<file path="config.mk">
export PLATFORM = sky130hd
export DESIGN_NAME = muldiv_unit
export DESIGN_NICKNAME = d
export VERILOG_FILES = /design/src/rtl/muldiv_unit.sv
export SDC_FILE = /design/constraint.sdc
export NUM_CORES = 1
export LEC_CHECK = 0
export ABC_AREA = 1
export CAP_MARGIN = 5
export CORE_ASPECT_RATIO = 1.75
export CORE_UTILIZATION = 55
export DETAILED_ROUTE_END_ITERATION = 16
export GPL_TIMING_DRIVEN = 0
export PLACE_DENSITY = 0.77
export REMOVE_ABC_BUFFERS = 1
export SLEW_MARGIN = 20
export SYNTH_ARGS = -nofsm -noshare
export SYNTH_HDL_FRONTEND = slang
export SYNTH_SLANG_ARGS = --single-unit
</file>
<file path="constraint.sdc">
create_clock -name clk -period 4.25 [get_ports clk]
set_clock_uncertainty 0.1 [all_clocks]
set_input_delay 0.6375 -clock clk [delete_from_list [all_inputs] [get_ports clk]]
set_output_delay 0.6375 -clock clk [all_outputs]
set_load 0.03 [all_outputs]
</file>
<file path="src/rtl/muldiv_unit.sv">
// muldiv_unit: iterative RISC-V M-extension execute unit.
// It computes MUL, MULH, MULHSU, MULHU, DIV, DIVU, REM and REMU.
// Multiplies use shift-add and divides use restoring radix-2.
// Each operation takes one bit per cycle over XLEN RUN cycles, then one DONE cycle.
//
// Ports:
//   clk     rising-edge clock
//   reset   asynchronous active-low reset
//   start   launch request, sampled only in IDLE
//   op      funct3: 0 MUL, 1 MULH, 2 MULHSU, 3 MULHU, 4 DIV, 5 DIVU, 6 REM, 7 REMU
//   srca    rs1 operand (captured at start)
//   srcb    rs2 operand (captured at start)
//   flush   abort the current operation; also blocks a launch from IDLE
//   busy    high in RUN and DONE
//   done    one-cycle pulse; result is valid in the same cycle
//   result  operation result, held until the next completed operation
module muldiv_unit #(
  parameter int unsigned XLEN      = 32,
  parameter bit          EARLY_OUT = 1'b1
) (
  input  logic            clk,
  input  logic            reset,
  input  logic            start,
  input  logic [2:0]      op,
  input  logic [XLEN-1:0] srca,
  input  logic [XLEN-1:0] srcb,
  input  logic            flush,
  output logic            busy,
  output logic            done,
  output logic [XLEN-1:0] result
);

  localparam int unsigned CW = (XLEN > 1) ? $clog2(XLEN) : 1;

  localparam logic [1:0] S_IDLE = 2'd0;
  localparam logic [1:0] S_RUN  = 2'd1;
  localparam logic [1:0] S_DONE = 2'd2;

  localparam logic [XLEN-1:0] XMIN = {1'b1, {(XLEN-1){1'b0}}};

  logic [1:0]        state, state_d;
  logic [CW-1:0]     cnt, cnt_d;
  logic [2:0]        op_q, op_d;
  logic [2*XLEN-1:0] acc, acc_d;        // mul: {hi, multiplier}; div: {remainder, dividend/quotient}
  logic [XLEN-1:0]   opb, opb_d;        // multiplicand or divisor magnitude
  logic              neg_q, neg_d;
  logic              spec_q, spec_d;
  logic [XLEN-1:0]   spec_res_q, spec_res_d;
  logic [XLEN-1:0]   result_d;
  logic              busy_d, done_d;

  // Operand decode at launch: signedness, magnitudes and divide special cases.
  logic            a_sgn_c, b_sgn_c, a_neg_c, b_neg_c;
  logic            div_zero_c, div_ovf_c, special_c;
  logic [XLEN-1:0] a_mag_c, b_mag_c, spec_val_c;

  assign a_sgn_c    = (op == 3'd1) || (op == 3'd2) || (op == 3'd4) || (op == 3'd6);
  assign b_sgn_c    = (op == 3'd1) || (op == 3'd4) || (op == 3'd6);
  assign a_neg_c    = a_sgn_c & srca[XLEN-1];
  assign b_neg_c    = b_sgn_c & srcb[XLEN-1];
  assign a_mag_c    = a_neg_c ? -srca : srca;
  assign b_mag_c    = b_neg_c ? -srcb : srcb;
  assign div_zero_c = op[2] && (srcb == '0);
  assign div_ovf_c  = op[2] && !op[0] && (srca == XMIN) && (srcb == '1);
  assign special_c  = div_zero_c | div_ovf_c;

  // Special-case value: x/0 = -1, x%0 = x; MIN/-1 = MIN, MIN%-1 = 0.
  always_comb begin
    spec_val_c = '0;
    if (div_zero_c) spec_val_c = op[1] ? srca : '1;
    else            spec_val_c = op[1] ? '0 : srca;
  end

  // One iteration of shift-add (mul) or restoring subtract (div).
  logic [XLEN:0]     add_sum, rem_sh, rem_diff;
  logic [2*XLEN-1:0] iter_acc;

  always_comb begin
    add_sum  = {1'b0, acc[2*XLEN-1:XLEN]} + (acc[0] ? {1'b0, opb} : '0);
    rem_sh   = {acc[2*XLEN-1:XLEN], acc[XLEN-1]};
    rem_diff = rem_sh - {1'b0, opb};
    iter_acc = {add_sum, acc[XLEN-1:1]};
    if (op_q[2]) begin
      if (!rem_diff[XLEN]) iter_acc = {rem_diff[XLEN-1:0], acc[XLEN-2:0], 1'b1};
      else                 iter_acc = {rem_sh[XLEN-1:0],   acc[XLEN-2:0], 1'b0};
    end
  end

  // Final result from the last iteration, with sign fix-up.
  logic [2*XLEN-1:0] prod;
  logic [XLEN-1:0]   div_pick, fin_val;

  always_comb begin
    prod     = neg_q ? -iter_acc : iter_acc;
    div_pick = op_q[1] ? iter_acc[2*XLEN-1:XLEN] : iter_acc[XLEN-1:0];
    fin_val  = '0;
    if (spec_q)                 fin_val = spec_res_q;
    else if (op_q[2])           fin_val = neg_q ? -div_pick : div_pick;
    else if (op_q[1:0] == 2'd0) fin_val = prod[XLEN-1:0];
    else                        fin_val = prod[2*XLEN-1:XLEN];
  end

  // Next-state and next-output logic.
  always_comb begin
    state_d    = state;
    cnt_d      = cnt;
    op_d       = op_q;
    acc_d      = acc;
    opb_d      = opb;
    neg_d      = neg_q;
    spec_d     = spec_q;
    spec_res_d = spec_res_q;
    result_d   = result;

    case (state)
      S_IDLE: begin
        if (start && !flush) begin
          op_d       = op;
          opb_d      = b_mag_c;
          acc_d      = {{XLEN{1'b0}}, a_mag_c};
          cnt_d      = CW'(XLEN - 1);
          neg_d      = (op[2] && op[1]) ? a_neg_c : (a_neg_c ^ b_neg_c);
          spec_d     = special_c;
          spec_res_d = spec_val_c;
          if (EARLY_OUT && special_c) begin
            state_d  = S_DONE;
            result_d = spec_val_c;
          end else begin
            state_d  = S_RUN;
          end
        end
      end
      S_RUN: begin
        if (flush) begin
          state_d = S_IDLE;
        end else begin
          acc_d = iter_acc;
          cnt_d = cnt - CW'(1);
          if (cnt == '0) begin
            state_d  = S_DONE;
            result_d = fin_val;
          end
        end
      end
      S_DONE:  state_d = S_IDLE;
      default: state_d = S_IDLE;
    endcase

    busy_d = (state_d != S_IDLE);
    done_d = (state_d == S_DONE);
  end

  // State and registered outputs.
  always_ff @(posedge clk or negedge reset) begin
    if (!reset) begin
      state      <= S_IDLE;
      cnt        <= '0;
      op_q       <= '0;
      acc        <= '0;
      opb        <= '0;
      neg_q      <= 1'b0;
      spec_q     <= 1'b0;
      spec_res_q <= '0;
      result     <= '0;
      busy       <= 1'b0;
      done       <= 1'b0;
    end else begin
      state      <= state_d;
      cnt        <= cnt_d;
      op_q       <= op_d;
      acc        <= acc_d;
      opb        <= opb_d;
      neg_q      <= neg_d;
      spec_q     <= spec_d;
      spec_res_q <= spec_res_d;
      result     <= result_d;
      busy       <= busy_d;
      done       <= done_d;
    end
  end

endmodule

</file>
==> run_results.csv, run 1 <==
group,metric,value,unit
sta,finalSetupViolations,32,
synthesis,synth_top_family_by_area,"simple AND/OR/NAND/NOR gates",
cells_and_area,stdcell_count,4023,
setup_path,cp-end-kind,"register",
floorplanning,initial_utilization,55.8,%
sta,max_slew_margin,24.3,%
floorplanning,ios,105,
grt,first_global_vias,23600,
power,power_density,690,nW/um^2
synthesis,synth_xor_area_share,3.65,%
synthesis,ys_seq_area_share,22.1,%
power,p_sw,9.60,mW
synthesis,ys_ff_latch,174,
status,violations,"negative setup slack",
cts,htreeDepth,4,
setup_path,cp.arrival,5370,ps
cts,clkTransAtPathRegs,90,ps
synthesis,async_flop_share,100,%
grt,grt_usage,48.2,%
setup_path,slowest_delay,550,ps
sta,period_minus_slack,5080,ps
detailed_routing,first_pass_iters,8,
power,power_frac_seq,16.0,%
hold_path,min_path_type,"reg -> reg",
placement,gp_congestion,1.11,
sta,fmax,197,MHz
detailed_routing,route.detailed.drc,0,
cts,clk_latency,480,ps
cells_and_area,most-common-layout-cells,"1010 x nand2_1, 430 x inv_1, 350 x nor2_1, 282 x o21ai_0, 242 x nand3_1",
cts,cts_tree,"yes",
cts,cts_buffer_depth,2,
synthesis,synth.distinct_cells,56,
floorplanning,rows,91,
cells_and_area,nNetsFinal,3686,
cells_and_area,drive_above_1_share,11.6,%
detailed_routing,routed_via_density,6.09,
synthesis,synth_ff_type,"dfrtp_1",
power,clkPwrFrac,10.7,%
setup_path,path_buf_inv,5,
flow_run,maxCapViolations,0,
placement,port_buffers,104,
synthesis,syn-cell-area,19700,um^2
setup_path,crit_path_start_kind,"register",
detailed_routing,dr_total_vias,24500,
sta,worstMarginPinSlew,1130,ps
power,irDropWorstVdd,330,uV
floorplanning,core_area,35300,um^2
power,p_comb_share,73.3,%
power,p_leak,11.6,nW
setup_path,r2r_slack,-830,ps
cells_and_area,final_common_cell,"nand2_1",
setup_path,critical_path_class,"reg -> reg",
synthesis,synthAdderAreaFrac,4.65,%
cells_and_area,area_growth,20.1,%
synthesis,synth_edf_count,0,
power,p_sw_share,58.8,%
sta,hold_violations,0,
synthesis,synth_compound_area_share,17.2,%
grt,grt_max_degree,85,
detailed_routing,wl_per_cell,22.2,um
floorplanning,die_y,252,um
grt,antenna_found_initial,8,
sta,rsz0062_at_grt,"true",
synthesis,synthSimpleGateAreaFrac,41.0,%
detailed_routing,drt_iter0_drc,2447,
setup_path,slowest_stage,"dfrtp_2",
setup_path,crit_fanout,5,
cts,cts_root_buf,"clkbuf_16",
floorplanning,die_x,145,um
power,power.total,16.3,mW
grt,grt_remaining_overflow,0,
synthesis,yosysWarnings,0,
status,status,"finished with violations",
placement,dp_cells,3907,
sta,finalCritPeriodShare,119,%
detailed_routing,routed_wl,89400,um
grt,grt_first_pass_wirelength,133000,um
cts,cts-buffers-inserted,17,
synthesis,muxShareOfSynthArea,0,%
cts,cts_sinks,174,
sta,layout_setup_ws,-827,ps
power,power.internal,6.72,mW
synthesis,syn-instance-count,3450,
setup_path,critPathTopFamily,"simple AND/OR/NAND/NOR gates",
detailed_routing,drtAntennaViolNets,0,
placement,hpwl,64300,um
synthesis,syn_area_per_cell,5.71,um^2
sta,report.final.slew_viol_count,0,
setup_path,crit_required,4550,ps
floorplanning,die-area,36600,um^2
## final cells by class
class                      count  area (um^2)
antenna                        2         5.00
clock buffer                  18          439
clock inverter                14          185
fill                        3323        11600
inverter                     456         1740
multi-input combinational   2693        14200
sequential                   174         4390
tap                          465          582
timing repair buffer         201         2120
## Yosys cell counts (6+ instances only)
| cell type | number | area, um^2 |
|---|---|---|
| o21bai_1 | 6 | 45.0 |
| o221ai_1 | 10 | 87.6 |
| nand3_2 | 6 | 60.1 |
| o22ai_1 | 27 | 169 |
| nor3_1 | 42 | 210 |
| dfrtp_1 | 174 | 4350 |
| inv_2 | 8 | 30.0 |
| nand4_1 | 46 | 288 |
| ha_1 | 70 | 876 |
| o21a_1 | 9 | 67.6 |
| nor2_1 | 382 | 1430 |
| nand3_1 | 265 | 1330 |
| nand2_1 | 1069 | 4010 |
| nor2_2 | 13 | 81.3 |
| inv_1 | 442 | 1660 |
| nand2_2 | 30 | 188 |
| nand2_4 | 6 | 67.6 |
| a21oi_1 | 204 | 1020 |
| a31oi_1 | 7 | 43.8 |
| buf_2 | 13 | 65.1 |
| xnor2_1 | 23 | 201 |
| clkbuf_1 | 96 | 360 |
| o21ai_1 | 20 | 100 |
| buf_1 | 11 | 41.3 |
| nor4_1 | 15 | 93.8 |
| or2_2 | 6 | 37.5 |
| xor2_1 | 59 | 517 |
| clkinv_1 | 6 | 22.5 |
| nand3b_1 | 21 | 158 |
| o21ai_0 | 294 | 1470 |
| o211ai_1 | 18 | 135 |
| buf_4 | 7 | 52.6 |
## per-stage QoR
| step | utilization (%) | TNS (ps) | hold WS, ps | worst slack, ps | instance area [um^2] |
|---|---|---|---|---|---|
| after floorplan | - | -160200 | 242 | -3120 | 19200 |
| after global placement | 58.9 | -1518690 | 362 | -7620 | 20800 |
| after detailed placement | 60.1 | -56060 | 365 | -2340 | 21200 |
| after CTS | 64.2 | -6120 | 388 | -518 | 22600 |
| after global routing | 67.0 | -17010 | 409 | -946 | 23600 |
| final | 67.0 | -12890 | 384 | -827 | 23700 |
## routing by layer
metal	GRT usage, %	vias to the layer above	routed length (um)
met5	0	-	124
met4	52.9	12	12100
met3	13.2	601	8270
met2	80.9	1381	41100
met1	45.4	11200	27800
li1	-	11300	-
## kinds of logic after synthesis
kind of cell | count (synthesis)
fa+ha+maj | 72
xor+xnor | 82
simple gates | 1914
compound gates | 623
buf+inv | 585
flops | 174
## power by group through the flow
stage / Sequential [mW] / Combinational [mW] / Clock, mW
final: 2.61 / 12.0 / 1.75
after CTS: 2.51 / 10.5 / 1.74
after floorplan: 2.39 / 6.74 / 0
after global routing: 2.63 / 12.9 / 1.80
after detailed placement: 2.55 / 9.63 / 0
after global placement: 2.64 / 9.34 / 0
## final timing paths
| kind | from | endpoint | depth (start not counted) |
|---|---|---|---|
| min in group asynchronous | reset | result[29]$_DFFE_PN0P_ | 2 |
| worst min register to register | result[28]$_DFFE_PN0P_ | result[28]$_DFFE_PN0P_ | 2 |
| worst max register to register | opb[29]$_DFFE_PN0P_ | result[18]$_DFFE_PN0P_ | 36 |
| max in group asynchronous | reset | opb[28]$_DFFE_PN0P_ | 4 |
| worst max-delay path | opb[29]$_DFFE_PN0P_ | result[18]$_DFFE_PN0P_ | 36 |
| worst min-delay path | result[28]$_DFFE_PN0P_ | result[28]$_DFFE_PN0P_ | 2 |
## state kept, by name, indices dropped and copies added, names as in the netlist
register    flops
done            1
opb            32
acc            64
spec_q          1
cnt             5
state           2
busy            1
neg_q           1
spec_res_q     32
result         32
op_q            3
## worst reg2reg max path, delay by kind of cell (launching register included)
family,cells,cell delay [ps]
AND/OR/NAND/NOR,26,2980
adder cells (fa/ha/maj),2,500
AO/OA/AOI/OAI,3,500
buffers and inverters,5,380
flip-flops,1,550
## timing repair
| action | CTS | global route |
|---|---|---|
| setup endpoints to repair | 33 | 50 |
| cloned | 2 | 0 |
| gates resized for setup | 134 | 154 |
| hold endpoints to repair | 36 | 0 |
| hold buffers | 1 | 0 |
| buffers inserted | 40 | 39 |
| pin swaps | 41 | 44 |
Power figures use the tool's default switching activity.
==> run 2: changes to the inputs <==
--- a/config.mk
+++ b/config.mk
@@ -11,6 +11,7 @@
 export CORE_UTILIZATION = 55
 export DETAILED_ROUTE_END_ITERATION = 16
 export GPL_TIMING_DRIVEN = 0
+export HOLD_SLACK_MARGIN = 0.12
 export PLACE_DENSITY = 0.77
 export REMOVE_ABC_BUFFERS = 1
 export SLEW_MARGIN = 20
==> results of run 2 <==
No change in the layout: final DEF, timing and power equal those of run 1.
